==> src/rtl/contador_scheduler.sv <==
// contador_scheduler
//   Shares one up/down counter between NUM_REQ requesters. A round-robin
//   arbiter grants one +1/-1 step request per service slot. A configuration
//   port reloads the count and takes priority over pending step requests.
//
//   Build option: define CONTADOR_SAT_EN to make the counter saturate at
//   0 / 2^WIDTH-1 instead of wrapping (wrap_pulse is then always 0).
//
// Ports
//   clk        in   rising-edge clock
//   rst        in   synchronous active-high reset
//   req_valid  in   [NUM_REQ]  per-requester step request, held until req_ready
//   req_dir    in   [NUM_REQ]  per-requester direction (1 = +1, 0 = -1)
//   req_ready  out  [NUM_REQ]  one-hot, one-cycle grant
//   cfg_load   in   reload request, held until cfg_ack
//   cfg_value  in   [WIDTH]    reload value, sampled in the cfg_ack cycle
//   cfg_ack    out  one-cycle reload acknowledge
//   count      out  [WIDTH]    current counter value
//   grant_id   out  index of the last granted requester
//   busy       out  high whenever the controller is not idle
//   wrap_pulse out  one-cycle pulse when a wrapped value appears on count
//   zero       out  combinational (count == 0)
module contador_scheduler #(
  parameter int unsigned      NUM_REQ   = 4,
  parameter int unsigned      WIDTH     = 8,
  parameter logic [WIDTH-1:0] RESET_VAL = WIDTH'(8'h6A)
) (
  input  logic                       clk,
  input  logic                       rst,
  input  logic [NUM_REQ-1:0]         req_valid,
  input  logic [NUM_REQ-1:0]         req_dir,
  output logic [NUM_REQ-1:0]         req_ready,
  input  logic                       cfg_load,
  input  logic [WIDTH-1:0]           cfg_value,
  output logic                       cfg_ack,
  output logic [WIDTH-1:0]           count,
  output logic [$clog2(NUM_REQ)-1:0] grant_id,
  output logic                       busy,
  output logic                       wrap_pulse,
  output logic                       zero
);

  localparam int unsigned GW = $clog2(NUM_REQ);

  typedef enum logic [1:0] {
    IDLE  = 2'd0,
    GRANT = 2'd1,
    LOAD  = 2'd2
  } state_t;

  state_t               state, nxt_state;
  logic [GW-1:0]        rr_ptr, nxt_rr_ptr;
  logic [GW-1:0]        nxt_grant_id;
  logic [NUM_REQ-1:0]   nxt_req_ready;
  logic                 nxt_cfg_ack;
  logic                 nxt_busy;
  logic                 nxt_wrap_pulse;
  logic [WIDTH-1:0]     nxt_count;

  logic [GW-1:0]        win_idx;
  logic                 win_found;
  logic [WIDTH-1:0]     step_count;
  logic                 step_wrap;

  // Round-robin search: first set request at or above rr_ptr, modulo NUM_REQ
  always_comb begin
    int unsigned   idx;
    logic [GW-1:0] cand;
    win_idx   = '0;
    win_found = 1'b0;
    idx       = 0;
    cand      = '0;
    for (int unsigned i = 0; i < NUM_REQ; i++) begin
      idx  = (32'(rr_ptr) + i) % NUM_REQ;
      cand = GW'(idx);
      if (!win_found && req_valid[cand]) begin
        win_found = 1'b1;
        win_idx   = cand;
      end
    end
  end

  // Step result for the currently granted requester
  always_comb begin
    step_count = count;
    step_wrap  = 1'b0;
    if (req_dir[grant_id]) begin
      if (count == '1) begin
`ifdef CONTADOR_SAT_EN
        step_count = count;
`else
        step_count = '0;
        step_wrap  = 1'b1;
`endif
      end else begin
        step_count = count + WIDTH'(1);
      end
    end else begin
      if (count == '0) begin
`ifdef CONTADOR_SAT_EN
        step_count = count;
`else
        step_count = '1;
        step_wrap  = 1'b1;
`endif
      end else begin
        step_count = count - WIDTH'(1);
      end
    end
  end

  // Next-state and registered-output decode
  always_comb begin
    nxt_state      = state;
    nxt_count      = count;
    nxt_rr_ptr     = rr_ptr;
    nxt_grant_id   = grant_id;
    nxt_req_ready  = '0;
    nxt_cfg_ack    = 1'b0;
    nxt_busy       = 1'b0;
    nxt_wrap_pulse = 1'b0;

    case (state)
      IDLE: begin
        if (cfg_load) begin
          nxt_state   = LOAD;
          nxt_cfg_ack = 1'b1;
          nxt_busy    = 1'b1;
        end else if (win_found) begin
          nxt_state     = GRANT;
          nxt_req_ready = NUM_REQ'(1) << win_idx;
          nxt_grant_id  = win_idx;
          nxt_busy      = 1'b1;
        end
      end
      GRANT: begin
        nxt_state = IDLE;
        // A withdrawn request leaves both count and pointer untouched
        if (req_valid[grant_id]) begin
          nxt_count      = step_count;
          nxt_wrap_pulse = step_wrap;
          nxt_rr_ptr     = (grant_id == GW'(NUM_REQ - 1)) ? '0 : grant_id + GW'(1);
        end
      end
      LOAD: begin
        nxt_state = IDLE;
        nxt_count = cfg_value;
      end
      default: nxt_state = IDLE;
    endcase
  end

  // State and output registers
  always_ff @(posedge clk) begin
    if (rst) begin
      state      <= IDLE;
      count      <= RESET_VAL;
      rr_ptr     <= '0;
      grant_id   <= '0;
      req_ready  <= '0;
      cfg_ack    <= 1'b0;
      busy       <= 1'b0;
      wrap_pulse <= 1'b0;
    end else begin
      state      <= nxt_state;
      count      <= nxt_count;
      rr_ptr     <= nxt_rr_ptr;
      grant_id   <= nxt_grant_id;
      req_ready  <= nxt_req_ready;
      cfg_ack    <= nxt_cfg_ack;
      busy       <= nxt_busy;
      wrap_pulse <= nxt_wrap_pulse;
    end
  end

  assign zero = (count == '0);

endmodule
==> config.mk <==
export PLATFORM = sky130hd
export DESIGN_NAME = contador_scheduler
export DESIGN_NICKNAME = d
export VERILOG_FILES = /design/src/rtl/contador_scheduler.sv
export SDC_FILE = /design/constraint.sdc
export NUM_CORES = 1
export LEC_CHECK = 0
export BUFFER_PORTS_ARGS = -buffer_cell sky130_fd_sc_hd__buf_2
export CAP_MARGIN = 10
export CORE_AREA = 10 10 85 68
export CTS_CLUSTER_DIAMETER = 150
export DETAILED_ROUTE_END_ITERATION = 16
export DIE_AREA = 0 0 95 78
export HOLD_SLACK_MARGIN = 0.05
export REMOVE_ABC_BUFFERS = 1
export SYNTH_ARGS = -nofsm -noshare
export SYNTH_HDL_FRONTEND = slang
export SYNTH_SLANG_ARGS = --single-unit
==> constraint.sdc <==
create_clock -name clk -period 5.3 [get_ports clk]
set_clock_uncertainty 0.05 [all_clocks]
set_input_delay 0 -clock clk [delete_from_list [all_inputs] [get_ports clk]]
set_output_delay 0 -clock clk [all_outputs]
set_load 0.02 [all_outputs]
==> metrics.yaml <==
run_status:
  outcome: "completed"
synthesis:
  synth_edf_count: 0
  synthCells: 161
  synth_most_common_cell: "dfxtp_1"
  syn_avg_cell_area_um2: 8.45
  synth_largest_area_cell: "dfxtp_1"
  ys_warn_count: 0
  synth.yosys.seq_area_share_pct: 30.9
  synth_area_um2: 1360
  synth_ff_type: "dfxtp_1"
  async_reset_ff_share_pct: 0
  synth_top_area_share_pct: 30.9
  synth_area_leaders: "dfxtp_1, a21oi_1, nand2_1, nor2_1, ha_1"
  synthTopCellsByCount: "dfxtp_1, nand2_1, nor2_1"
  synth_seq_cells: 21
  synth_cell_types: 56
hold_path:
  hp-start: "cfg_value[3]"
  whs_endpoint: "count[3]"
  min_path_type: "in2reg"
  hold_depth: 5
worst_setup_path:
  r2r-start: "count[1]"
  required_ps: 5440
  reg2reg_depth: 7
  endpoint_kind: "register"
  crit_arrival_ps: 2220
  critPathKind: "reg2reg"
  reg2reg_slack_ps: 3220
  cp_max_fo: 11
  start_kind: "register"
  timing.rr.end: "count[2]"
power:
  p_int_mw: 0.255
  power.leakage_nw: 0.673
  pwr-share-clk_pct: 28.9
  sw_frac_of_total_pct: 31.7
  pwr-share-seq_pct: 48.6
  p_per_area_nw_per_um2: 227
  ir_worst_vdd_v: 0.0000944
  power_frac_comb_pct: 22.5
  p_sw_mw: 0.119
placed_design:
  placed_cell_area_um2: 1540
  place_hpwl_um: 2700
  gp_congestion: 0.846
  dpl.cell_count: 243
  portBuffers: 36
route:
  detail-route-antenna-nets: 0
  drt_wl_total_um: 3630
  drt_first_pass_iters: 4
  routed-via-count: 1309
  drt-initial-drc-count: 67
  drc: 0
  wire_per_inst_um: 14.3
  viasPerCell: 5.17
final_layout:
  syn2layout_area_growth_pct: 21.2
  drive_gt1_share_pct: 25.0
  final_net_count: 220
  register_area_um2: 420
  fillers: 465
  final_area_um2: 1650
  finalNonFillerCells: 253
  antenna_cells: 0
  multiInputGateArea_um2: 851
clock_tree:
  cts_setup_buffers: 0
  cts-buffers-inserted: 3
  clock-sinks: 21
  cts.reportedPaths.clkPinSlew_ps: 80
  cts_max_level: 1
  ctsResizeCount: 0
  clkLatencyLatePin_ps: 270
  cts_root_buf: "clkbuf_8"
  cts_tree: "yes"
  cts_buffer_depth: 2
die:
  die_w_um: 95
  die_y_um: 78
  io_pins: 37
  dieArea_um2: 7410
  core_um2: 4260
  initial_core_util_pct: 32.0
  num_rows: 21
grt:
  grt_max_degree: 17
  grt_overflow_total: 0
  grt_pass1_vias: 1257
  antenna_found_initial: 0
  track_usage_pct: 10.0
  grt_pass1_wl_um: 6090
run:
  drv_cap: 0
timing:
  slew_headroom_pct: 53.0
  whs_ps: 65.7
  hold_violations: 0
  fin_crit_ps: 2080
  tightest_slew_ps: 704
  final.setup.tns_ps: 0
  final-setup-viol-count: 0
  rsz0062_at_grt: "no"
  max_freq_mhz: 481
  period_share_pct: 39.2
  finalMaxSlewViolations: 0
-- final cells by class --
class,instances,share of cell area [%]
clock buffers,3,2.51
clock inverters,1,0.304
inverters,5,1.14
multi-input cells,124,51.6
flip-flops and latches,21,25.5
well taps,57,4.33
repair buffers,42,14.6
-- worst max-delay path, cell delays in order, from the launching register on --
cell,delay [ps]
dfxtp_1,440
inv_1,150
ha_1,170
or3b_2,480
o31a_1,350
a22oi_1,160
nor2_1,70
nor4_2,130
-- worst max path at each step --
stage                           start       end  slack [ps]  cells after the start
after floorplan           grant_id[0]  count[4]        3250                      5
after global placement    grant_id[0]  count[4]        3250                      5
after detailed placement     count[0]  count[2]        3220                      7
after CTS                    count[0]  count[2]        3210                      7
after global routing         count[0]  count[2]        3060                      7
final                        count[1]  count[2]        3220                      7
-- cell usage in the layout (no fill, tap or decap), drive strengths merged, types with 2 or more instances in the layout --
| cell type | n |
|---|---|
| mux2i | 5 |
| clkbuf | 3 |
| dfxtp | 21 |
| a32o | 2 |
| ha | 4 |
| nand2b | 4 |
| o22ai | 2 |
| a31oi | 4 |
| mux4 | 2 |
| and3 | 3 |
| nor2 | 14 |
| nor3 | 2 |
| o21a | 2 |
| a21o | 2 |
| or3 | 2 |
| buf | 36 |
| nand3 | 5 |
| or4 | 2 |
| o21ai | 6 |
| nand2 | 16 |
| and2 | 3 |
| nor4 | 4 |
| a41oi | 2 |
| dlygate4sd3 | 6 |
| inv | 5 |
| nor2b | 2 |
| a21oi | 13 |
-- power groups by stage --
stage / clock network [mW] / registers (mW) / logic (mW)
after global routing: 0.119 / 0.184 / 0.0935
after global placement: 0 / 0.185 / 0.0812
final: 0.108 / 0.182 / 0.0839
after floorplan: 0 / 0.190 / 0.0448
after detailed placement: 0 / 0.185 / 0.0809
after CTS: 0.112 / 0.182 / 0.0845
-- through the flow --
stage,util [%],setup WS [ps],power (mW)
floorplan,-,3250,0.235
global placement,36.2,3250,0.266
detailed placement,36.2,3220,0.266
CTS,38.7,3210,0.378
global route,38.7,3060,0.396
finish,38.7,3220,0.374
-- kinds of logic (layout without fill, tap and decap cells) --
family | Yosys count | after routing | share of synthesized area [%]
flip-flops | 21 | 21 | 30.9
buffers and inverters | 16 | 51 | 6.53
multiplexers | 7 | 7 | 6.99
AO/OA/AOI/OAI | 46 | 46 | 24.5
AND/OR/NAND/NOR | 65 | 65 | 26.1
XOR/XNOR | 2 | 2 | 1.29
adder cells (fa/ha/maj) | 4 | 4 | 3.68
-- metal layers --
metal	routed length (µm)	vias to the layer above	GRT usage (%)
li1	-	669	-
met1	1780	583	13.6
met2	1500	52	14.0
met3	305	5	3.65
met4	43	0	3.58
met5	0	-	0
-- sequential cells by signal, summed over array words and instances (netlist names) --
| register | cells |
|---|---|
| busy | 1 |
| cfg_ack | 1 |
| count | 8 |
| grant_id | 2 |
| req_ready | 4 |
| rr_ptr | 2 |
| state | 2 |
| wrap_pulse | 1 |
-- what timing repair did --
item | in CTS | in global routing
endpoints found under the setup margin | 0 | 0
hold endpoints to repair | 9 | 0
hold buffers | 6 | 0
(Power assumes the default switching activity.)
